## src/rtl/irq_arbiter_pkg.sv

```systemverilog
// irq_arbiter_pkg: shared FSM state type and default vector layout for the interrupt front end
package irq_arbiter_pkg;
  typedef enum logic [1:0] {IRQ_IDLE, IRQ_REQ, IRQ_SERVICE} irq_state_t;
  localparam logic [15:0] VEC_BASE_DEF = 16'h0100;
  localparam logic [15:0] VEC_STRIDE_DEF = 16'h0010;
endpackage

```

## src/rtl/irq_sync_edge.sv

```systemverilog
// irq_sync_edge: two-flop synchronizer plus delay flop, emits a one-cycle rising-edge pulse per line
module irq_sync_edge #(
  parameter int W = 8
) (
  input  logic         clk,
  input  logic         rst,
  input  logic [W-1:0] d_i,
  output logic [W-1:0] rise_o
);
  logic [W-1:0] s1_q, s2_q, s3_q;
  // Ones at reset so a line held high through reset is not seen as an edge
  always_ff @(posedge clk) begin
    if (!rst) begin
      s1_q <= '1;
      s2_q <= '1;
      s3_q <= '1;
    end else begin
      s1_q <= d_i;
      s2_q <= s1_q;
      s3_q <= s2_q;
    end
  end
  assign rise_o = s2_q & ~s3_q;
endmodule

```

## src/rtl/irq_arbiter.sv

```systemverilog
// irq_arbiter: latches synchronized interrupt edges and presents the lowest unmasked pending source
module irq_arbiter
  import irq_arbiter_pkg::*;
#(
  parameter int          N_IRQ      = 8,
  parameter logic [15:0] VEC_BASE   = VEC_BASE_DEF,
  parameter logic [15:0] VEC_STRIDE = VEC_STRIDE_DEF
) (
  input  logic                       clk,
  input  logic                       rst,
  input  logic [N_IRQ-1:0]           irq_in,
  input  logic                       mask_we,
  input  logic [N_IRQ-1:0]           mask_wdata,
  input  logic                       pend_clr_we,
  input  logic [N_IRQ-1:0]           pend_clr_mask,
  input  logic                       irq_ack,
  input  logic                       irq_done,
  output logic                       irq_req,
  output logic [15:0]                irq_vec,
  output logic [$clog2(N_IRQ)-1:0]   irq_id,
  output logic [N_IRQ-1:0]           pending,
  output logic [N_IRQ-1:0]           mask,
  output logic                       busy
);
  localparam int IW = $clog2(N_IRQ);
  irq_state_t state_q;
  logic [N_IRQ-1:0] rise, pend_q, pend_d, mask_q, clr;
  logic [IW-1:0] id_q, sel;
  logic [15:0] vec_q;
  logic req_q, busy_q, ack_ok;
  function automatic logic [IW-1:0] lowest(input logic [N_IRQ-1:0] v);
    lowest = '0;
    for (int i = N_IRQ - 1; i >= 0; i--) if (v[i]) lowest = IW'(i);
  endfunction
  irq_sync_edge #(.W(N_IRQ)) u_sync (
    .clk   (clk),
    .rst   (rst),
    .d_i   (irq_in),
    .rise_o(rise)
  );
  assign ack_ok = (state_q == IRQ_REQ) && irq_ack;
  assign sel    = lowest(pend_q & mask_q);
  // A same-cycle edge overrides any clear so no request is lost
  always_comb begin
    clr    = (pend_clr_we ? pend_clr_mask : '0) | (ack_ok ? {{(N_IRQ-1){1'b0}}, 1'b1} << id_q : '0);
    pend_d = (pend_q & ~clr) | rise;
  end
  always_ff @(posedge clk) begin
    if (!rst) begin
      pend_q <= '0;
      mask_q <= '0;
    end else begin
      pend_q <= pend_d;
      if (mask_we) mask_q <= mask_wdata;
    end
  end
  always_ff @(posedge clk) begin
    if (!rst) begin
      state_q <= IRQ_IDLE;
      id_q    <= '0;
      vec_q   <= '0;
      req_q   <= 1'b0;
      busy_q  <= 1'b0;
    end else begin
      case (state_q)
        IRQ_IDLE: if (|(pend_q & mask_q)) begin
          state_q <= IRQ_REQ;
          id_q    <= sel;
          vec_q   <= VEC_BASE + 16'(sel) * VEC_STRIDE;
          req_q   <= 1'b1;
          busy_q  <= 1'b1;
        end
        IRQ_REQ: if (irq_ack) begin
          state_q <= IRQ_SERVICE;
          req_q   <= 1'b0;
        end
        IRQ_SERVICE: if (irq_done) begin
          state_q <= IRQ_IDLE;
          busy_q  <= 1'b0;
        end
        default: state_q <= IRQ_IDLE;
      endcase
    end
  end
  assign irq_req = req_q;
  assign irq_vec = vec_q;
  assign irq_id  = id_q;
  assign pending = pend_q;
  assign mask    = mask_q;
  assign busy    = busy_q;
endmodule

```

## config.mk

```make
export PLATFORM = sky130hd
export DESIGN_NAME = irq_arbiter
export DESIGN_NICKNAME = d
export VERILOG_FILES = /design/src/rtl/irq_arbiter_pkg.sv /design/src/rtl/irq_sync_edge.sv /design/src/rtl/irq_arbiter.sv
export SDC_FILE = /design/constraint.sdc
export NUM_CORES = 1
export LEC_CHECK = 0
export ABC_CLOCK_PERIOD_IN_PS = 1700
export CAP_MARGIN = 20
export CORE_MARGIN = 2
export CORE_UTILIZATION = 44
export DETAILED_ROUTE_END_ITERATION = 16
export PLACE_DENSITY = 0.79
export SYNTH_ARGS = -nofsm -noshare
export SYNTH_HDL_FRONTEND = slang
export SYNTH_SLANG_ARGS = --single-unit
```

## constraint.sdc

```tcl
create_clock -name clk -period 1.7 [get_ports clk]
set_input_delay 0.255 -clock clk [delete_from_list [all_inputs] [get_ports clk]]
set_output_delay 0.255 -clock clk [all_outputs]
set_load 0.005 [all_outputs]
```

==> metrics.yaml <==
yosys.area.top_type: "dfxtp_1"
gp_congestion: 0.723
clock_path_buffers: 2
postSynthCellCount: 186
crit_buf_inv: 1
die_x_um: 69.2
drt_iter0_drc: 77
synth-async-reset-ratio_pct: 0
start_util_pct: 46.1
grtUsageMet3_pct: 5.81
layout-drive-gt1-share_pct: 7.88
antenna_left: 0
p_sw_uw: 446
crit_type: "reg2out"
synth_top_flop_cell: "dfxtp_1"
ys_warn_count: 0
cts_buffers: 5
synth_edf_count: 0
fin_skew_ns: 0.00406
critPathMaxFanout: 8
synthSimpleGateAreaFrac_pct: 22.1
ys_seq_area_share_pct: 51.3
antenna_found_initial: 0
worst_slack_ns: 0.0826
finalHoldViolCount: 0
fin_crit_sh_pct: 95.1
slew_viol_final: 0
leakage_uw: 0.000933
io-pin-count: 67
met2_usage_pct: 23.9
p_total_uw: 2100
crit_slowest_cell: "clkdlybuf4s50_1"
synth_cell_types: 32
status: "finished, final reports clean"
grt_busiest_layer: "met2"
finalSetupViolations: 0
worstSetupStartpoint: "irq_id[1]"
core_mm2: 0.00406
power.share.combinational_pct: 10.8
clkSlewWorstSetupHoldPaths_ns: 0.08
synth_top_area_share_pct: 51.3
p_int_uw: 1650
root_buffer: "clkbuf_8"
r2r-start: "mask[5]"
drc: 0
worstPathArrival_ns: 1.36
nNetsFinal: 270
synthTopCellsByArea: "dfxtp_1, nand2b_1, buf_4"
routed_via_density: 4.81
cellPowerDensity_mw_per_mm2: 840
fp-row-count: 23
synth-adder-area-share_pct: 0
reg2regPathDepth: 4
dp_slack_ns: 0.0218
wl_mm: 3.51
routedWlPerCell_um: 12.1
cts.repair.resized: 0
fill_cells: 352
synth_compound_area_share_pct: 14.5
grt_max_degree: 15
cp.depth: 1
h-tree-depth: 2
seqPwrFrac_pct: 57.2
startpoint_type: "flop"
portBuffers: 54
ir_worst_vdd_v: 0.000469
die_y_um: 69.2
syn2layout_area_growth_pct: 33.4
gr-total-overflow: 0
clock_latency_ns: 0.29
sw_frac_of_total_pct: 21.3
cap_viol_max_count: 0
dieArea_mm2: 0.00479
synth_top_family_by_area: "simple AND/OR/NAND/NOR gates"
fin_tns_setup_ns: 0
cts_tree: "done"
diodes: 0
cts_sinks: 48
whs_ns: 0.406
grt_pass1_vias: 1307
syn_area_per_cell_um2: 10.1
path_cells: "clkdlybuf4s50_1"
min_path_type: "reg2reg"
num_vias: 1400
cp_data_required_time_ns: 1.44
rrSetupSlack_ns: 0.32
max_freq_mhz: 618
cts_hold_buf: 0
grt_pass1_wl_mm: 5.90
post-cts-setup-buffers: 0
firstDrtPassIters: 4
yosys_register_bits: 48
met1_usage_pct: 18.2
synthMuxAreaShare_pct: 4.28
cpPeakStageDelay_ns: 0.56
reg2reg_to: "irq_id[0]"
hpwl_mm: 2.72
min_period_ns: 1.62
yosys.area_share.xor_xnor_pct: 0
clkPwrFrac_pct: 32.0
crit_path_end_kind: "output pin"
rsz0062_at_grt: "false"
grt_usage_pct: 15.2
crit_family: "buffers and inverters"
syn_area_mm2: 0.00187
critPathCapture: "irq_vec[5]"
## state kept, by name, indices dropped and copies added, names as in the netlist, 2 cells and up
signal       cells
irq_id           2
u_sync.s1_q      8
pending          8
u_sync.s2_q      8
u_sync.s3_q      8
state_q          2
irq_vec          2
mask             8
## per-layer routing
| layer | share of wire (%) | routed length [µm] |
|---|---|---|
| met5 | 0 | 0 |
| met4 | 2.4 | 84 |
| met3 | 6.9 | 243 |
| met2 | 47 | 1660 |
| met1 | 43 | 1520 |
## stage by stage
stage	cell area, µm²	instances	util, %
6_report	2500	291	61.5
5_1_grt	2500	291	61.5
4_1_cts	2500	291	61.5
3_5_place_dp	2410	283	59.3
3_3_place_gp	2410	283	59.3
2_1_floorplan	1910	197	-
## final cells by class
type / count / area (µm²) / area share (%)
timing repair buffer: 58 / 571 / 22.8
tap: 50 / 62.6 / 2.51
sequential: 48 / 961 / 38.5
inverter: 1 / 3.75 / 0.150
multi-input combinational: 126 / 810 / 32.4
clock buffer: 8 / 90.1 / 3.61
## cell usage after synthesis, types with 2 or more instances
cell type / n
a21boi_0: 12
a31oi_1: 2
buf_1: 3
buf_4: 15
clkbuf_1: 4
dfxtp_1: 48
mux2i_1: 8
nand2_1: 19
nand2b_1: 34
nand3_1: 2
nor2_1: 2
nor2b_1: 8
o211ai_1: 7
o221a_2: 2
or2_2: 2
or3b_2: 2
## cell families after synthesis
logic type / after synthesis
buffers and inverters: 23
AOI/OAI and AO/OA: 33
other: 1
DFF: 48
and+or+nand+nor: 73
muxes: 8
## power by group through the flow
| stage | Clock (µW) | Sequential, µW | Combinational, µW |
|---|---|---|---|
| after floorplan | 0 | 1220 | 116 |
| after detailed placement | 0 | 1230 | 229 |
| after global routing | 737 | 1210 | 248 |
| after global placement | 0 | 1230 | 226 |
| final | 672 | 1200 | 227 |
| after CTS | 695 | 1200 | 229 |
## how the worst min path moves through the flow
stage,slack (ns),from,end,depth (start not counted)
floorplan,0.36,irq_in[0],u_sync.s1_q[0],1
global placement,0.39,u_sync.s1_q[2],u_sync.s2_q[2],1
detailed placement,0.39,u_sync.s1_q[7],u_sync.s2_q[7],1
CTS,0.41,u_sync.s1_q[7],u_sync.s2_q[7],1
global route,0.43,u_sync.s1_q[3],u_sync.s2_q[3],1
finish,0.41,u_sync.s1_q[7],u_sync.s2_q[7],1
## cell usage in the layout (no fill, tap or decap), types with 2 or more instances in the layout
| master | instances |
|---|---|
| mux2i_1 | 8 |
| clkbuf_8 | 6 |
| o211ai_1 | 7 |
| nor2b_1 | 8 |
| o221a_2 | 2 |
| nor2_1 | 2 |
| nand3_1 | 2 |
| a31oi_1 | 2 |
| clkbuf_1 | 2 |
| clkdlybuf4s50_1 | 54 |
| buf_4 | 4 |
| nand2b_1 | 34 |
| nand2_1 | 19 |
| a21boi_0 | 12 |
| conb_1 | 12 |
| dfxtp_1 | 48 |
| or2_2 | 2 |
| or3b_2 | 2 |
Power figures use the tool's default switching activity.
